==> config.mk <==
export PLATFORM = sky130hd
export DESIGN_NAME = uart_rx_framer
export DESIGN_NICKNAME = d
export VERILOG_FILES = /design/src/rtl/uart_rx_framer.sv
export SDC_FILE = /design/constraint.sdc
export NUM_CORES = 1
export LEC_CHECK = 0
export ABC_CLOCK_PERIOD_IN_PS = 1900
export CAP_MARGIN = 0
export CORE_MARGIN = 2
export CORE_UTILIZATION = 55
export CTS_BUF_LIST = sky130_fd_sc_hd__clkbuf_4 sky130_fd_sc_hd__clkbuf_8 sky130_fd_sc_hd__clkbuf_16
export CTS_CLUSTER_DIAMETER = 120
export DETAILED_ROUTE_END_ITERATION = 12
export GPL_TIMING_DRIVEN = 1
export PLACE_DENSITY = 0.78
export SYNTH_ARGS = -nofsm -noshare
export SYNTH_HDL_FRONTEND = slang
export SYNTH_SLANG_ARGS = --single-unit
==> constraint.sdc <==
create_clock -name clk -period 1.9 [get_ports clk]
set_input_delay 0.475 -clock clk [delete_from_list [all_inputs] [get_ports clk]]
set_output_delay 0.475 -clock clk [all_outputs]
set_load 0.03 [all_outputs]
==> src/rtl/uart_rx_framer.sv <==
// UART receive framer: synchronizes the serial line, oversamples each bit at
// 16 ticks per bit with a 3-sample majority vote, and delivers one frame
// (start, DATA_BITS data LSB-first, optional parity, stop) per Rx_VALID pulse.
module uart_rx_framer #(
  parameter int DATA_BITS  = 8,
  parameter int PARITY_EN  = 1,
  parameter int PARITY_ODD = 0
) (
  input  logic       clk,
  input  logic       reset,
  input  logic       Rx_EN,
  input  logic       RxD,
  input  logic       sample_ENABLE,
  output logic [7:0] Rx_DATA,
  output logic       Rx_VALID,
  output logic       Rx_FERROR,
  output logic       Rx_PERROR
);

  localparam logic       HAS_PAR  = (PARITY_EN != 0);
  localparam logic       ODD      = (PARITY_ODD != 0);
  localparam logic [2:0] LAST_BIT = 3'(DATA_BITS - 1);

  typedef enum logic [2:0] {IDLE, START, DATA, PARITY, STOP} state_t;

  state_t                 state, state_next;
  logic [3:0]             idx, idx_next;
  logic                   rxd_p0, rxd_p1;
  logic                   s7, s8;
  logic                   maj;
  logic [DATA_BITS-1:0]   shreg;
  logic [2:0]             cnt;
  logic                   par_err;

  // Majority of the samples taken at indices 7, 8 and the current (index 9) one.
  assign maj = (s7 & s8) | (s7 & rxd_p1) | (s8 & rxd_p1);

  // Two-flop synchronizer for the asynchronous serial line (idles high).
  always_ff @(posedge clk) begin
    if (reset) begin
      rxd_p0 <= 1'b1;
      rxd_p1 <= 1'b1;
    end else begin
      rxd_p0 <= RxD;
      rxd_p1 <= rxd_p0;
    end
  end

  // Frame state and sample index register.
  always_ff @(posedge clk) begin
    if (reset) begin
      state <= IDLE;
      idx   <= 4'd0;
    end else begin
      state <= state_next;
      idx   <= idx_next;
    end
  end

  // Next state and next sample index; the tick that sees the start edge is index 0.
  always_comb begin
    state_next = state;
    idx_next   = idx;
    if (!Rx_EN) begin
      state_next = IDLE;
      idx_next   = 4'd0;
    end else if (sample_ENABLE) begin
      idx_next = idx + 4'd1;
      case (state)
        IDLE: begin
          idx_next = 4'd0;
          if (!rxd_p1) begin
            state_next = START;
            idx_next   = 4'd1;
          end
        end
        START: begin
          if (idx == 4'd9 && maj) begin
            state_next = IDLE;
            idx_next   = 4'd0;
          end else if (idx == 4'd15) begin
            state_next = DATA;
          end
        end
        DATA: begin
          if (idx == 4'd15 && cnt == LAST_BIT)
            state_next = HAS_PAR ? PARITY : STOP;
        end
        PARITY: begin
          if (idx == 4'd15)
            state_next = STOP;
        end
        STOP: begin
          if (idx == 4'd9) begin
            state_next = IDLE;
            idx_next   = 4'd0;
          end
        end
        default: begin
          state_next = IDLE;
          idx_next   = 4'd0;
        end
      endcase
    end
  end

  // Sampling, data shift, parity check and registered frame results.
  always_ff @(posedge clk) begin
    if (reset) begin
      s7        <= 1'b1;
      s8        <= 1'b1;
      shreg     <= '0;
      cnt       <= 3'd0;
      par_err   <= 1'b0;
      Rx_DATA   <= 8'd0;
      Rx_VALID  <= 1'b0;
      Rx_FERROR <= 1'b0;
      Rx_PERROR <= 1'b0;
    end else begin
      Rx_VALID <= 1'b0;
      if (!Rx_EN) begin
        cnt <= 3'd0;
      end else if (sample_ENABLE) begin
        if (idx == 4'd7) s7 <= rxd_p1;
        if (idx == 4'd8) s8 <= rxd_p1;
        case (state)
          DATA: begin
            if (idx == 4'd9)
              shreg <= {maj, shreg[DATA_BITS-1:1]};
            if (idx == 4'd15)
              cnt <= (cnt == LAST_BIT) ? 3'd0 : cnt + 3'd1;
          end
          PARITY: begin
            if (idx == 4'd9)
              par_err <= maj ^ (^shreg) ^ ODD;
          end
          STOP: begin
            if (idx == 4'd9) begin
              Rx_DATA   <= 8'(shreg);
              Rx_FERROR <= ~maj;
              Rx_PERROR <= HAS_PAR & par_err;
              Rx_VALID  <= 1'b1;
            end
          end
          default: ;
        endcase
      end
    end
  end

endmodule

==> parameters.txt <==
Parameter                              Value

Run status
  Run status ... finished clean

Critical path
  R2R depth ... 7
  Data required time of the critical path ... 1.42 ns
  Critical Path AT ... 1.35 ns
  Delay of the slowest critical-path stage ... 0.67 ns
  Capturing element type of the critical path ... output port
  Startpoint type of the worst setup path ... flip-flop
  Sequence of cells on the critical path ... clkdlybuf4s50_1
  Reg-to-reg endpoint ... idx[0]
  Worst reg2reg setup slack ... 0.10 ns
  CP bufs+invs ... 1
  CP Class ... reg -> out
  Worst path slowest cell ... sky130_fd_sc_hd__clkdlybuf4s50_1
  Kind of cell with the highest combined delay on the critical path ... buffers and inverters
  RR Startpoint ... idx[1]
  Critical Path Fanout Max ... 2

STA
  Maximum clock rate ... 548.1 MHz
  Shortest clock period the worst path allows after layout ... 1.825 ns
  Final cycle utilization of the critical path ... 96.03%
  Unrepaired setup endpoints after global routing ... no
  Count of pins over their slew limit ... 0
  Slew at the pin closest to its max-slew limit ... 0.4674 ns
  Final hold viol count ... 0
  Setup-failing EPs final ... 0
  Worst-case headroom to the max-slew limit ... 68.80%
  Skew final ... 0.01801 ns

Clocking
  Number of clock sinks ... 34
  Clock Tree Root ... sky130_fd_sc_hd__clkbuf_4
  TritonCTS Buffers ... 5
  Deepest clock path buffer count ... 2
  Clock latency on the worst-skew pair ... 0.33 ns
  Clock input transition at the sequential cells of the worst setup and hold paths ... 0.09 ns
  Post-CTS Hold Buffers ... 0
  Number of levels in the clock H-tree ... 2
  Post-CTS setup-driven buffer insertion count ... 0
  TritonCTS clock tree ... yes

Floorplan
  Die outline area ... 3282 um^2
  # IOs ... 16
  Die extent in x ... 57.29 um
  Initial cell density of the core ... 57.12%
  Area of the core ... 2734 um^2
  Row count ... 19
  Die outline height ... 57.29 um

Layout
  End-of-flow core utilization ... 67.83%
  Area grow syn2layout ... 18.75%
  Layout cell share with drive strength beyond 1 ... 12.90%
  Multi-input gate area in the final layout ... 833.3 um^2
  Layout Nets ... 197
  Number of inserted filler cells in the final layout ... 213
  Number of antenna cells inserted ... 0
  Sequential Area ... 681.9 um^2
  Final instance count without filler cells ... 217

GRT
  Largest net degree at the start of global routing ... 25
  Wire length of the first global-routing pass ... 5.244 mm
  Overall Global Routing Usage ... 21.04%
  Antenna violations before repair ... 0
  Congestion Overflow GR ... 0
  Vias in the first global route ... 1,214

Synthesis
  Number of library cell types mapped by synthesis ... 41
  Simple logic cell fraction of the synthesized area ... 20.27%
  Synth warn ... 0
  Cell area after synthesis ... 1561 um^2
  Net Count, Synth ... 175
  Gate count after technology mapping ... 165
  Main combinational cell family by area after synthesis ... simple AND/OR/NAND/NOR gates
  Synthesized area per cell ... 9.464 um^2
  Fraction of the mapped netlist area in adder cells ... 4.647%
  Synth Area in Compound Gates ... 9.375%
  FF+latch count, synth ... 34
  Share of cell area taken by muxes after synthesis ... 13.46%
  Part of the Yosys area used for sequential elements ... 43.59%
  XOR/XNOR share of the synthesized area ... 4.808%

Route
  First-pass detailed-route iteration total ... 4
  Via count ... 1,251
  Overall routed net length ... 3.168 mm
  Via density per instance ... 5.765
  Initial detailed-routing violation count ... 49
  Antenna-violating nets left ... 0
  Drt wl/cell ... 14.60 um
  DRC ... 0

Min path
  Hold worst-path end ... rxd_p1
  Class of the most critical hold timing path ... reg -> reg
  Number of cells on the worst hold path ... 1
  Worst hold start ... rxd_p0

Power
  Overall power consumption ... 1.148 mW
  Leak ... 0.7939 nW
  Peak supply drop ... 0.0007096 V
  Pwr Density ... 619.2 nW/um^2

Place
  Detailed placer's ending HPWL ... 2.240 mm
  Count of placed standard cells including taps ... 211
  RePlAce Congestion ... 0.7852
  Input/output buffers ... 15

Job
  Max Cap Viol ... 0
worst reg2reg max path: stages, from the launching register on:
cell	delay, ns
sky130_fd_sc_hd__dfxtp_1	0.36
sky130_fd_sc_hd__inv_2	0.09
sky130_fd_sc_hd__ha_4	0.15
sky130_fd_sc_hd__and3b_2	0.24
sky130_fd_sc_hd__nand2_1	0.07
sky130_fd_sc_hd__a221o_1	0.42
sky130_fd_sc_hd__a221oi_2	0.29
sky130_fd_sc_hd__a211oi_1	0.06
where the power goes:
| part | switching, mW | internal (mW) | leakage (nW) | total, mW |
|---|---|---|---|---|
| clock network | 0.216 | 0.167 | 0.0302 | 0.383 |
| registers | 0.00335 | 0.715 | 0.275 | 0.718 |
| logic | 0.0253 | 0.0215 | 0.489 | 0.0468 |
state kept, by name (all words and copies together), names as in the netlist:
| register | flops |
|---|---|
| Rx_DATA | 8 |
| Rx_FERROR | 1 |
| Rx_PERROR | 1 |
| Rx_VALID | 1 |
| cnt | 3 |
| idx | 4 |
| par_err | 1 |
| rxd_p0 | 1 |
| rxd_p1 | 1 |
| s7 | 1 |
| s8 | 1 |
| shreg | 8 |
| state | 3 |
cell usage in the layout (no fill, tap or decap), drive strengths merged, types with 4 or more instances in the layout:
| cell | count |
|---|---|
| clkdlybuf4s50 | 15 |
| dfxtp | 34 |
| ha | 5 |
| a21oi | 6 |
| buf | 9 |
| clkbuf | 6 |
| nor2 | 31 |
| nand4 | 5 |
| nand2 | 7 |
| inv | 4 |
| xnor2 | 5 |
| mux2i | 21 |
per-stage QoR:
| stage | hold slack [ns] | instance area (um^2) | worst slack, ns | TNS, ns |
|---|---|---|---|---|
| final | 0.4187 | 1854 | 0.07543 | 0 |
| after detailed placement | 0.3968 | 1789 | -0.1416 | -1.652 |
| after global placement | 0.3939 | 1789 | -0.1191 | -1.334 |
| after floorplan | 0.3895 | 1562 | 0.2413 | 0 |
| after global routing | 0.4370 | 1854 | 0.003088 | 0 |
| after CTS | 0.4182 | 1841 | 0.03398 | 0 |
cell type report:
type	instances	share of cell area [%]
clock buffer	6	2.767
inverter	5	1.012
multi-input combinational	117	44.94
sequential	34	36.77
tap	31	2.092
timing repair buffer	24	12.42
routing by layer:
| metal | part of all wire, % | GRT usage (%) | vias up |
|---|---|---|---|
| met5 | 0 | 0 | - |
| met1 | 40 | 23.42 | 594 |
| met4 | 0.51 | 7.973 | 0 |
| met2 | 54 | 36.78 | 39 |
| met3 | 5.5 | 7.483 | 2 |
| li1 | - | - | 616 |
timing repair:
action / 4_1_cts / 5_1_grt
hold endpoints to repair: 0 / 0
gates resized for setup: 0 / 4
endpoints found under the setup margin: 0 / 4
cell families after synthesis:
logic type                 after synthesis
xor gates and xnor gates                 7
adders and majority gates                6
AOI/OAI and AO/OA                       20
muxes                                   21
and+or+nand+nor                         63
buffers and inverters                   14
DFF                                     34
Yosys cell counts:
master / count / area [um^2]
sky130_fd_sc_hd__nand4_2: 1 / 12.51
sky130_fd_sc_hd__and2_1: 1 / 6.260
sky130_fd_sc_hd__nor2b_1: 2 / 12.51
sky130_fd_sc_hd__a311o_1: 3 / 30.03
sky130_fd_sc_hd__a2bb2oi_1: 1 / 8.760
sky130_fd_sc_hd__nor4_2: 1 / 12.51
sky130_fd_sc_hd__nand2_1: 7 / 26.28
sky130_fd_sc_hd__and3_1: 1 / 6.260
sky130_fd_sc_hd__nand3b_1: 1 / 7.510
sky130_fd_sc_hd__nor4_1: 1 / 6.260
sky130_fd_sc_hd__nand2b_1: 1 / 6.260
sky130_fd_sc_hd__maj3_1: 1 / 10.01
sky130_fd_sc_hd__nor3_1: 3 / 15.01
sky130_fd_sc_hd__xor2_1: 1 / 8.760
sky130_fd_sc_hd__or2_2: 2 / 12.51
sky130_fd_sc_hd__a221oi_2: 1 / 15.01
sky130_fd_sc_hd__inv_1: 4 / 15.01
sky130_fd_sc_hd__nor3b_1: 1 / 7.510
sky130_fd_sc_hd__xnor3_1: 1 / 22.52
sky130_fd_sc_hd__nand3_1: 3 / 15.01
sky130_fd_sc_hd__clkinv_1: 1 / 3.750
sky130_fd_sc_hd__nand4_1: 4 / 25.02
sky130_fd_sc_hd__clkbuf_1: 4 / 15.01
sky130_fd_sc_hd__dfxtp_1: 34 / 680.7
sky130_fd_sc_hd__nand4b_1: 1 / 8.760
sky130_fd_sc_hd__a221o_1: 1 / 10.01
sky130_fd_sc_hd__a32oi_1: 1 / 8.760
sky130_fd_sc_hd__ha_1: 5 / 62.56
sky130_fd_sc_hd__o21ai_0: 3 / 15.01
sky130_fd_sc_hd__nor2_1: 31 / 116.4
sky130_fd_sc_hd__a31oi_1: 1 / 6.260
sky130_fd_sc_hd__a211oi_1: 1 / 7.510
sky130_fd_sc_hd__mux2i_1: 21 / 210.2
sky130_fd_sc_hd__a21oi_1: 6 / 30.03
sky130_fd_sc_hd__a21boi_0: 2 / 15.01
sky130_fd_sc_hd__buf_1: 1 / 3.750
sky130_fd_sc_hd__xnor2_1: 5 / 43.79
sky130_fd_sc_hd__buf_4: 1 / 7.510
sky130_fd_sc_hd__and3b_2: 1 / 10.01
sky130_fd_sc_hd__buf_2: 3 / 15.01
sky130_fd_sc_hd__and4b_1: 1 / 10.01
worst max-delay path by stage:
stage | depth (start not counted) | end | startpoint
after floorplan | 7 | idx[0] | idx[1]
after global placement | 6 | s7 | sample_ENABLE
after detailed placement | 6 | s7 | sample_ENABLE
after CTS | 7 | idx[0] | idx[1]
after global routing | 7 | idx[0] | idx[1]
final | 1 | Rx_DATA[6] | Rx_DATA[6]
(Power assumes the default switching activity.)
